--- src/rtl/des_pkg.sv ---
// DES constant tables, bit-permutation helpers and round-key derivation.
// All tables use DES numbering: bit 1 is the MSB of the vector.
package des_pkg;
  typedef enum logic {IDLE, RUN} state_t;

  localparam int SHIFTS [16] = '{1,1,2,2,2,2,2,2,1,2,2,2,2,2,2,1};
  localparam int IP_T [64] = '{58,50,42,34,26,18,10,2, 60,52,44,36,28,20,12,4,
    62,54,46,38,30,22,14,6, 64,56,48,40,32,24,16,8, 57,49,41,33,25,17,9,1,
    59,51,43,35,27,19,11,3, 61,53,45,37,29,21,13,5, 63,55,47,39,31,23,15,7};
  localparam int FP_T [64] = '{40,8,48,16,56,24,64,32, 39,7,47,15,55,23,63,31,
    38,6,46,14,54,22,62,30, 37,5,45,13,53,21,61,29, 36,4,44,12,52,20,60,28,
    35,3,43,11,51,19,59,27, 34,2,42,10,50,18,58,26, 33,1,41,9,49,17,57,25};
  localparam int PC1_T [56] = '{57,49,41,33,25,17,9, 1,58,50,42,34,26,18,
    10,2,59,51,43,35,27, 19,11,3,60,52,44,36, 63,55,47,39,31,23,15,
    7,62,54,46,38,30,22, 14,6,61,53,45,37,29, 21,13,5,28,20,12,4};
  localparam int PC2_T [48] = '{14,17,11,24,1,5, 3,28,15,6,21,10, 23,19,12,4,26,8,
    16,7,27,20,13,2, 41,52,31,37,47,55, 30,40,51,45,33,48, 44,49,39,56,34,53,
    46,42,50,36,29,32};
  localparam int E_T [48] = '{32,1,2,3,4,5, 4,5,6,7,8,9, 8,9,10,11,12,13,
    12,13,14,15,16,17, 16,17,18,19,20,21, 20,21,22,23,24,25, 24,25,26,27,28,29,
    28,29,30,31,32,1};
  localparam int P_T [32] = '{16,7,20,21,29,12,28,17, 1,15,23,26,5,18,31,10,
    2,8,24,14,32,27,3,9, 19,13,30,6,22,11,4,25};
  localparam int SBOX [8][64] = '{
    '{14,4,13,1,2,15,11,8,3,10,6,12,5,9,0,7, 0,15,7,4,14,2,13,1,10,6,12,11,9,5,3,8,
      4,1,14,8,13,6,2,11,15,12,9,7,3,10,5,0, 15,12,8,2,4,9,1,7,5,11,3,14,10,0,6,13},
    '{15,1,8,14,6,11,3,4,9,7,2,13,12,0,5,10, 3,13,4,7,15,2,8,14,12,0,1,10,6,9,11,5,
      0,14,7,11,10,4,13,1,5,8,12,6,9,3,2,15, 13,8,10,1,3,15,4,2,11,6,7,12,0,5,14,9},
    '{10,0,9,14,6,3,15,5,1,13,12,7,11,4,2,8, 13,7,0,9,3,4,6,10,2,8,5,14,12,11,15,1,
      13,6,4,9,8,15,3,0,11,1,2,12,5,10,14,7, 1,10,13,0,6,9,8,7,4,15,14,3,11,5,2,12},
    '{7,13,14,3,0,6,9,10,1,2,8,5,11,12,4,15, 13,8,11,5,6,15,0,3,4,7,2,12,1,10,14,9,
      10,6,9,0,12,11,7,13,15,1,3,14,5,2,8,4, 3,15,0,6,10,1,13,8,9,4,5,11,12,7,2,14},
    '{2,12,4,1,7,10,11,6,8,5,3,15,13,0,14,9, 14,11,2,12,4,7,13,1,5,0,15,10,3,9,8,6,
      4,2,1,11,10,13,7,8,15,9,12,5,6,3,0,14, 11,8,12,7,1,14,2,13,6,15,0,9,10,4,5,3},
    '{12,1,10,15,9,2,6,8,0,13,3,4,14,7,5,11, 10,15,4,2,7,12,9,5,6,1,13,14,0,11,3,8,
      9,14,15,5,2,8,12,3,7,0,4,10,1,13,11,6, 4,3,2,12,9,5,15,10,11,14,1,7,6,0,8,13},
    '{4,11,2,14,15,0,8,13,3,12,9,7,5,10,6,1, 13,0,11,7,4,9,1,10,14,3,5,12,2,15,8,6,
      1,4,11,13,12,3,7,14,10,15,6,8,0,5,9,2, 6,11,13,8,1,4,10,7,9,5,0,15,14,2,3,12},
    '{13,2,8,4,6,15,11,1,10,9,3,14,5,0,12,7, 1,15,13,8,10,3,7,4,12,5,6,11,0,14,9,2,
      7,11,4,1,9,12,14,2,0,6,10,13,15,3,5,8, 2,1,14,7,4,10,8,13,15,12,9,0,3,5,6,11}};

  function automatic logic [63:0] ip_perm(input logic [63:0] x);
    logic [63:0] r;
    for (int i = 0; i < 64; i++) r[63-i] = x[64-IP_T[i]];
    return r;
  endfunction
  function automatic logic [63:0] fp_perm(input logic [63:0] x);
    logic [63:0] r;
    for (int i = 0; i < 64; i++) r[63-i] = x[64-FP_T[i]];
    return r;
  endfunction
  function automatic logic [55:0] pc1_perm(input logic [63:0] x);
    logic [55:0] r;
    for (int i = 0; i < 56; i++) r[55-i] = x[64-PC1_T[i]];
    return r;
  endfunction
  function automatic logic [47:0] pc2_perm(input logic [55:0] x);
    logic [47:0] r;
    for (int i = 0; i < 48; i++) r[47-i] = x[56-PC2_T[i]];
    return r;
  endfunction
  function automatic logic [47:0] e_exp(input logic [31:0] x);
    logic [47:0] r;
    for (int i = 0; i < 48; i++) r[47-i] = x[32-E_T[i]];
    return r;
  endfunction
  function automatic logic [31:0] p_perm(input logic [31:0] x);
    logic [31:0] r;
    for (int i = 0; i < 32; i++) r[31-i] = x[32-P_T[i]];
    return r;
  endfunction
  // Row is {b1,b6}, column b2..b5, so the raw 6-bit reorder is the table index.
  function automatic logic [3:0] sbox_lu(input int b, input logic [5:0] v);
    logic [5:0] idx;
    idx = {v[5], v[0], v[4:1]};
    return 4'(SBOX[b][idx]);
  endfunction
  function automatic logic [27:0] rol28(input logic [27:0] x, input int n);
    logic [55:0] t;
    t = {x, x} << n;
    return t[55:28];
  endfunction
  // Krg never moves: each round key is Krg rotated by the cumulative schedule
  // up to that round, so the loaded key is trivially intact after a block.
  function automatic logic [47:0] round_key(input logic [55:0] k, input logic enc, input int rnd);
    int amt;
    amt = 0;
    for (int i = 0; i < 16; i++)
      if (i < rnd && (enc || i >= 1)) amt += SHIFTS[i];
    if (!enc) amt = 28 - amt;
    amt = amt % 28;
    return pc2_perm({rol28(k[55:28], amt), rol28(k[27:0], amt)});
  endfunction
endpackage

--- src/rtl/des_round.sv ---
// One combinational Feistel round: L' = R, R' = L ^ P(S(E(R) ^ K)).
module des_round import des_pkg::*; (
  input  logic [63:0] din,
  input  logic [47:0] k,
  output logic [63:0] dout
);
  logic [47:0] x;
  logic [31:0] s;

  assign x = e_exp(din[31:0]) ^ k;

  always_comb begin
    s = '0;
    for (int b = 0; b < 8; b++) s[31-4*b -: 4] = sbox_lu(b, x[47-6*b -: 6]);
  end

  assign dout = {din[31:0], din[63:32] ^ p_perm(s)};
endmodule

--- src/rtl/des_core_p.sv ---
// DES engine with UNROLL rounds per clock, ECB/CBC chaining and a
// self-restoring key schedule.
module des_core_p import des_pkg::*; #(
  parameter int UNROLL = 1
) (
  input  logic        CLK,
  input  logic        RSTn,
  input  logic        EN,
  input  logic [63:0] Din,
  input  logic [63:0] Key,
  input  logic [63:0] IV,
  input  logic        Drdy,
  input  logic        Krdy,
  input  logic        IVrdy,
  input  logic        ENC,
  input  logic        CBC,
  output logic [63:0] Dout,
  output logic        BSY,
  output logic        Kvld,
  output logic        Dvld
);
  if (!(UNROLL == 1 || UNROLL == 2 || UNROLL == 4 || UNROLL == 8 || UNROLL == 16)) begin : g_bad
    $error("des_core_p: UNROLL must be 1, 2, 4, 8 or 16");
  end

  localparam logic [3:0] LAST = 4'(16 / UNROLL - 1);

  state_t      state, nxt;
  logic [55:0] krg;
  logic [63:0] dat, chain, pend, fin, res, iv_eff;
  logic [3:0]  cnt;
  logic        mode_enc, mode_cbc, last, kvld_q, dvld_q;

  assign last   = (cnt == LAST);
  assign iv_eff = IVrdy ? IV : chain;

  for (genvar j = 0; j < UNROLL; j++) begin : g_r
    logic [63:0] i_st, o_st;
    logic [47:0] rk;
    if (j == 0) begin : g_first
      assign i_st = dat;
    end else begin : g_next
      assign i_st = g_r[j-1].o_st;
    end
    assign rk = round_key(krg, mode_enc, int'(cnt) * UNROLL + j + 1);
    des_round u_rnd (.din(i_st), .k(rk), .dout(o_st));
  end

  assign fin = g_r[UNROLL-1].o_st;
  assign res = fp_perm({fin[31:0], fin[63:32]});

  always_ff @(posedge CLK or negedge RSTn)
    if (!RSTn) state <= IDLE;
    else       state <= nxt;

  always_comb begin
    nxt = state;
    case (state)
      IDLE:    if (EN && Drdy) nxt = RUN;
      RUN:     if (EN && last) nxt = IDLE;
      default: nxt = IDLE;
    endcase
  end

  always_ff @(posedge CLK or negedge RSTn) begin
    if (!RSTn) begin
      krg <= '0; chain <= '0; pend <= '0; dat <= '0; cnt <= '0;
      mode_enc <= 1'b0; mode_cbc <= 1'b0; Dout <= '0;
    end else if (EN) begin
      if (state == IDLE) begin
        if (Krdy)  krg   <= pc1_perm(Key);
        if (IVrdy) chain <= IV;
        if (Drdy) begin
          mode_enc <= ENC;
          mode_cbc <= CBC;
          cnt      <= '0;
          dat      <= ip_perm((CBC && ENC) ? (Din ^ iv_eff) : Din);
          if (CBC && !ENC) pend <= Din;
        end
      end else begin
        dat <= fin;
        cnt <= last ? 4'd0 : cnt + 4'd1;
        if (last) begin
          Dout <= (mode_cbc && !mode_enc) ? (res ^ chain) : res;
          if (mode_cbc) chain <= mode_enc ? res : pend;
        end
      end
    end
  end

  // Pulses are re-evaluated every edge so one due on a disabled edge is dropped.
  always_ff @(posedge CLK or negedge RSTn) begin
    if (!RSTn) begin
      kvld_q <= 1'b0;
      dvld_q <= 1'b0;
    end else begin
      kvld_q <= EN && (state == IDLE) && Krdy;
      dvld_q <= EN && (state == RUN) && last;
    end
  end

  assign BSY  = (state == RUN);
  assign Kvld = kvld_q && EN;
  assign Dvld = dvld_q && EN;
endmodule
--- config.mk ---
export PLATFORM = sky130hd
export DESIGN_NAME = des_core_p
export DESIGN_NICKNAME = d
export VERILOG_FILES = /design/src/rtl/des_pkg.sv /design/src/rtl/des_round.sv /design/src/rtl/des_core_p.sv
export SDC_FILE = /design/constraint.sdc
export NUM_CORES = 1
export LEC_CHECK = 0
export ABC_CLOCK_PERIOD_IN_PS = 14400
export BUFFER_PORTS_ARGS = -buffer_cell sky130_fd_sc_hd__buf_2
export CAP_MARGIN = 20
export CELL_PAD_IN_SITES_DETAIL_PLACEMENT = 2
export CELL_PAD_IN_SITES_GLOBAL_PLACEMENT = 2
export CORE_UTILIZATION = 34
export DETAILED_ROUTE_END_ITERATION = 8
export GPL_TIMING_DRIVEN = 0
export PLACE_DENSITY_LB_ADDON = 0.1
export SYNTH_ARGS = -nofsm -noshare
export SYNTH_HDL_FRONTEND = slang
export SYNTH_SLANG_ARGS = --single-unit
--- constraint.sdc ---
create_clock -name CLK -period 14.4 [get_ports CLK]
set_input_delay 3.6 -clock CLK [delete_from_list [all_inputs] [get_ports CLK]]
set_output_delay 3.6 -clock CLK [all_outputs]
set_load 0.02 [all_outputs]
==> results.toml, run 1 <==
[run_status]
status = "finished with violations"
violations = "negative setup slack"

[synth]
synthCells = 3691
yosysSeqAreaShare_pct = 26.6
synth_area_leaders = "dfrtp_1, mux2i_1, nand2_1"
syn-cell-area_mm2 = 0.0302
synth-seq-cells = 321
syn_nets = 3952
async_flop_share_pct = 100
avgSynthCellArea_um2 = 8.19
yosys.area.top_type = "dfrtp_1"
synth_edf_count = 0
synth_top_area_share_pct = 26.6
synth_flop_cell = "dfrtp_1"
ys_types = 138
synth_warnings = 0

[placement]
place.port_buffers = 255
place_area_mm2 = 0.0333
dp_cells = 5126
dp_hpwl_mm = 122
gp_congestion = 0.955

[floorplan]
die-area_mm2 = 0.0901
die_h_um = 300
die-width_um = 300
core_mm2 = 0.0882
rows = 109
initial_core_util_pct = 34.3
io_pins = 267

[sta]
slew_headroom_pct = 14.1
period_minus_slack_ns = 15.18
slew_violations = 0
setup_viol = 93
tightest_slew_ns = 1.29
fin_ws_ns = -0.779
rsz0062_at_grt = "yes"
finalCritPeriodShare_pct = 105
finalHoldViolCount = 0
fmax_mhz = 65.9
skew_ns = 0.0400
fin_hold_ws_ns = 0.478

[final_layout]
area_growth_pct = 34.9
register_area_mm2 = 0.00803
multi_input_area_mm2 = 0.0237
drive_gt1_share_pct = 31.2
fin_nets = 4534
mostFrequentLayoutCell = "nand2_1"
layout.cells.non_filler = 5471
fin_util_pct = 46.2
nFillCells = 9567
layout_common_cells = "nand2_1, dfrtp_1, buf_2"
final_area_mm2 = 0.0408

[detailed_routing]
routedWlPerCell_um = 31.9
drt_iter0_drc = 2772
drc = 0
finalWirelength_mm = 175
ant_nets = 0
vias = 34411
first_pass_iters = 5
vias_per_cell = 6.29

[critical_path]
worstPathMaxFanout = 10
path_class = "flip-flop to flip-flop"
critPathMaxStageDelay_ns = 0.82
end_kind = "flip-flop"
critPathArrivalTime_ns = 15.65
setup.worst_path.start_class = "flip-flop"
worst_path_max_delay_cell = "mux2i_1"
required_ns = 14.87
crit_top_cell = "ha_4"

[clock_network]
cts_tree = "yes"
clockBufferDepth = 3
numCtsBuffers = 43
cts.sink_count = 321
root_buffer = "clkbuf_16"
clk_pin_slew_ns = 0.06
cts_hold_buf = 0
insertion_delay_ns = 0.63
h-tree-depth = 2

[global_routing]
overflow = 0
grt_pass1_vias = 34787
antenna_found_initial = 4
grt_start_max_net_pins = 102
grt_usage_pct = 35.4
grt_pass1_wl_mm = 239

[job]
drv_cap = 0

[min_path]
min_path_type = "flip-flop to flip-flop"
[synthesized netlist by cell type (all sizes together) (12+ instances only)]
cell type and n:
o221ai 16, a211o 16, and2 27, nand4 19
a221oi 12, nand2b 17, nor2 295, and4 17
a31oi 85, buf 120, mux4 17, a21o 20
clkbuf 161, nand2 472, a22oi 14, nor4 18
xnor2 158, xor2 89, o211a 15, o311ai 13
o2111ai 13, inv 112, o22ai 97, dfrtp 321
mux2i 293, or4 12, or2 13, ha 61
nor3 78, o211ai 62, and3 30, mux2 90
nand3 90, a21boi 14, o21ai 224, a21oi 284
o21a 18, a22o 13, a211oi 56, or3 51
nor2b 13
[what timing repair did]
action	in CTS	in global routing
endpoints found under the setup margin	96	96
resized for setup	367	401
buffers inserted	150	125
pin swaps	105	137
gates cloned	1	2
[registers in the layout (all words and copies together), names as in the netlist]
signal,count
dat,64
mode_enc,1
krg,56
dvld_q,1
kvld_q,1
pend,64
Dout,64
mode_cbc,1
BSY,1
chain,64
cnt,4
[cell families (layout without fill, tap and decap cells)]
kind of cell	after synthesis	count (layout)	synth area share, %
mux	400	400	14.4
simple gates	1169	1169	18.1
fa+ha+maj	64	64	2.63
flops	321	321	26.6
compound gates	1089	1089	24.1
buf+inv	393	1006	5.69
other cells	1	2	0.0124
xor+xnor	254	255	8.52
[final cells by class]
class	count	share of cell area, %
Clock inverter	13	0.742
Clock buffer	64	3.08
Antenna cell	1	0.00613
Tap cell	1165	3.57
Inverter	112	1.20
Multi-Input combinational cell	2978	58.2
Buffer	271	3.85
Timing Repair Buffer	546	9.66
Sequential cell	321	19.7
[worst paths after layout]
| path | cells after the start | slack, ns | to | startpoint |
|---|---|---|---|---|
| setup / recovery | 74 | -0.78 | Dout[46]$_DFFE_PN0P_ | cnt[1]$_DFFE_PN0P_ |
| setup reg to reg | 74 | -0.78 | Dout[46]$_DFFE_PN0P_ | cnt[1]$_DFFE_PN0P_ |
| hold reg to reg | 2 | 0.48 | Dout[5]$_DFFE_PN0P_ | Dout[5]$_DFFE_PN0P_ |
| hold / removal | 2 | 0.48 | Dout[5]$_DFFE_PN0P_ | Dout[5]$_DFFE_PN0P_ |
| max in group asynchronous | 3 | 10.08 | krg[37]$_DFFE_PN0P_ | RSTn |
| min in group asynchronous | 1 | 2.89 | Dout[46]$_DFFE_PN0P_ | RSTn |
[worst max-delay path: cells and delay by family, from the launching register on]
family	cells	cell delay, ns
compound gates	19	4.23
simple gates	19	3.05
fa+ha+maj	12	2.99
buf+inv	15	1.99
xor+xnor	7	1.29
mux	2	0.94
flops	1	0.43
[stage by stage]
step	setup TNS, ns	setup slack (ns)
after floorplan	0	0.254
after global placement	-310.07	-4.24
after detailed placement	-329.98	-4.37
after CTS	-0.523	-0.144
after global routing	-77.16	-1.20
final	-33.33	-0.779
[routing by layer]
metal	routed length [µm]	global-route usage [%]	vias to the layer above	share of wire, %
li1	-	-	14640	-
met1	73300	48.6	17770	42
met2	79000	55.6	1552	45
met3	13600	6.14	445	7.8
met4	8700	12.7	4	5.0
met5	22	0	-	0.013
Power of run 1 is left out: the tool's default activity adds up to more than one toggle a clock period on the data nets, which glitch-free logic cannot reach.
==> run 2: changes to the inputs <==
Settings changed: ABC_AREA set to 1, ABC_CLOCK_PERIOD_IN_PS 14400 to 13200, CORE_UTILIZATION 34 to 30.
Clock period 14.4 ns to 13.2 ns, I/O delays scaled along.
==> results.toml, run 2 <==
[run_status]
status = "complete, no violations"

[synth]
yosys.area.top_type = "dfrtp_1"
async_flop_share_pct = 100
synth-simple-area-share_pct = 45.7
yosysSeqAreaShare_pct = 27.5
synthCells = 4662
yosys-top-cells-count = "nand2_1, nand3_1, nor2_1"
synth_top_area_share_pct = 27.5
avgSynthCellArea_um2 = 6.28
syn-cell-area_mm2 = 0.0293
synth_compound_area_share_pct = 10.4
ys_types = 60
synth_xor_area_share_pct = 2.46
synth_fa_ha_area_share_pct = 2.61
yosysMostFrequentCell = "nand2_1"
synth-seq-cells = 321
syn_nets = 4923
synthMuxAreaShare_pct = 2.39
synth_warnings = 0
synth_edf_count = 0
synth_top_family_by_area = "simple AND/OR/NAND/NOR gates"
synth_area_leaders = "dfrtp_1, nand2_1, nand3_1"
synth_flop_cell = "dfrtp_1"

[critical_path]
required_ns = 13.70
worst_path_max_delay_cell = "dfrtp_2"
critPathTopFamily = "simple AND/OR/NAND/NOR gates"
worstPathMaxFanout = 5
end_kind = "flip-flop"
setup.worst_path.start_class = "flip-flop"
critPathArrivalTime_ns = 13.39
path_buf_inv = 15
critPathMaxStageDelay_ns = 0.46
path_class = "flip-flop to flip-flop"
crit_top_cell = "nand2_2"

[final_layout]
fin_util_pct = 40.0
mostFrequentLayoutCell = "nand2_1"
fin_nets = 5325
layout_common_cells = "nand2_1, nand3_1, dfrtp_1"
area_growth_pct = 32.4
drive_gt1_share_pct = 28.3
nFillCells = 11593

[global_routing]
overflow = 0
grt_pass1_vias = 38351
grt_usage_pct = 35.8
grt_pass1_wl_mm = 259
antenna_found_initial = 9
grt_start_max_net_pins = 103

[detailed_routing]
drc = 0
finalWirelength_mm = 182
vias = 36665
vias_per_cell = 5.75
drt_iter0_drc = 2919
ant_nets = 0
routedWlPerCell_um = 28.6
first_pass_iters = 5

[sta]
fmax_mhz = 77.6
tightest_slew_ns = 1.29
slew_headroom_pct = 14.1
slew_violations = 0
rsz0062_at_grt = "yes"
period_minus_slack_ns = 12.89
fin_hold_ws_ns = 0.478
setup_viol = 0
finalHoldViolCount = 0
finalCritPeriodShare_pct = 97.6
skew_ns = 0.0509

[clock_network]
clockBufferDepth = 3
numCtsBuffers = 44
cts_tree = "yes"
cts_hold_buf = 0
h-tree-depth = 2
root_buffer = "clkbuf_16"
cts.sink_count = 321
clk_pin_slew_ns = 0.06
insertion_delay_ns = 0.66

[floorplan]
initial_core_util_pct = 30.3
die-area_mm2 = 0.0988
rows = 114
die_h_um = 314
io_pins = 267
die-width_um = 314
core_mm2 = 0.0967

[placement]
dp_hpwl_mm = 139
place.port_buffers = 256
gp_congestion = 0.964

[job]
drv_cap = 0

[min_path]
min_path_type = "flip-flop to flip-flop"
## run 2: cell families after synthesis
kind of cell / count (synthesis)
simple gates: 2991
compound gates: 545
other cells: 1
xor+xnor: 75
mux: 66
fa+ha+maj: 61
flops: 321
buf+inv: 602
## run 2: area by class of cell
cell class                 count  area [µm²]  share of cell area (%)
antenna                        5        12.5                  0.0323
buffer                       238        1360                    3.51
clock buffer                  55        1210                    3.13
clock inverter                26         334                   0.863
inverter                     364        1390                    3.58
multi-input combinational   3739       22500                    58.0
sequential                   321        8040                    20.7
tap                         1276        1600                    4.12
timing repair buffer         356        2330                    6.02
## run 2: path summary, 6_finish.rpt
path | slack [ns] | from | cells past startpoint | end
hold reg to reg | 0.48 | Dout[0]$_DFFE_PN0P_ | 2 | Dout[0]$_DFFE_PN0P_
hold / removal | 0.48 | Dout[0]$_DFFE_PN0P_ | 2 | Dout[0]$_DFFE_PN0P_
max in group asynchronous | 9.21 | RSTn | 3 | pend[44]$_DFFE_PN0P_
setup / recovery | 0.31 | cnt[0]$_DFFE_PN0P_ | 99 | dat[7]$_DFFE_PN0P_
min in group asynchronous | 2.54 | RSTn | 1 | krg[22]$_DFFE_PN0P_
setup reg to reg | 0.31 | cnt[0]$_DFFE_PN0P_ | 99 | dat[7]$_DFFE_PN0P_
## run 2: per-layer routing
layer / wire length, µm / global-route usage, % / vias to the layer above
met5: 0 / 0 / -
met4: 8460 / 14.8 / 0
met3: 12700 / 6.79 / 365
met2: 85500 / 59.5 / 1306
met1: 75600 / 45.2 / 18814
li1: - / - / 16180
## run 2: repair_timing
action	in CTS	in global routing
buffers inserted	57	25
pin swaps	113	160
resized for setup	508	397
setup endpoints to repair	96	96
gates cloned	2	4
## run 2: worst min-delay path: cells and delay by family, from the launching register on
| kind | cells | cell delay [ns] |
|---|---|---|
| flops | 1 | 0.34 |
| simple gates | 2 | 0.10 |
## run 2: metrics by stage
| stage | instances | instance area [µm²] | TNS [ns] | setup WS, ns |
|---|---|---|---|---|
| floorplan | 4662 | 29300 | 0 | 0.601 |
| global placement | 6194 | 32100 | -178.99 | -2.23 |
| detailed placement | 6204 | 32300 | -221.82 | -2.63 |
| CTS | 6344 | 36600 | -0.0670 | -0.0284 |
| global route | 6377 | 38700 | -21.17 | -0.297 |
| finish | 6380 | 38700 | 0 | 0.311 |
Power of run 2 is left out for the same reason.
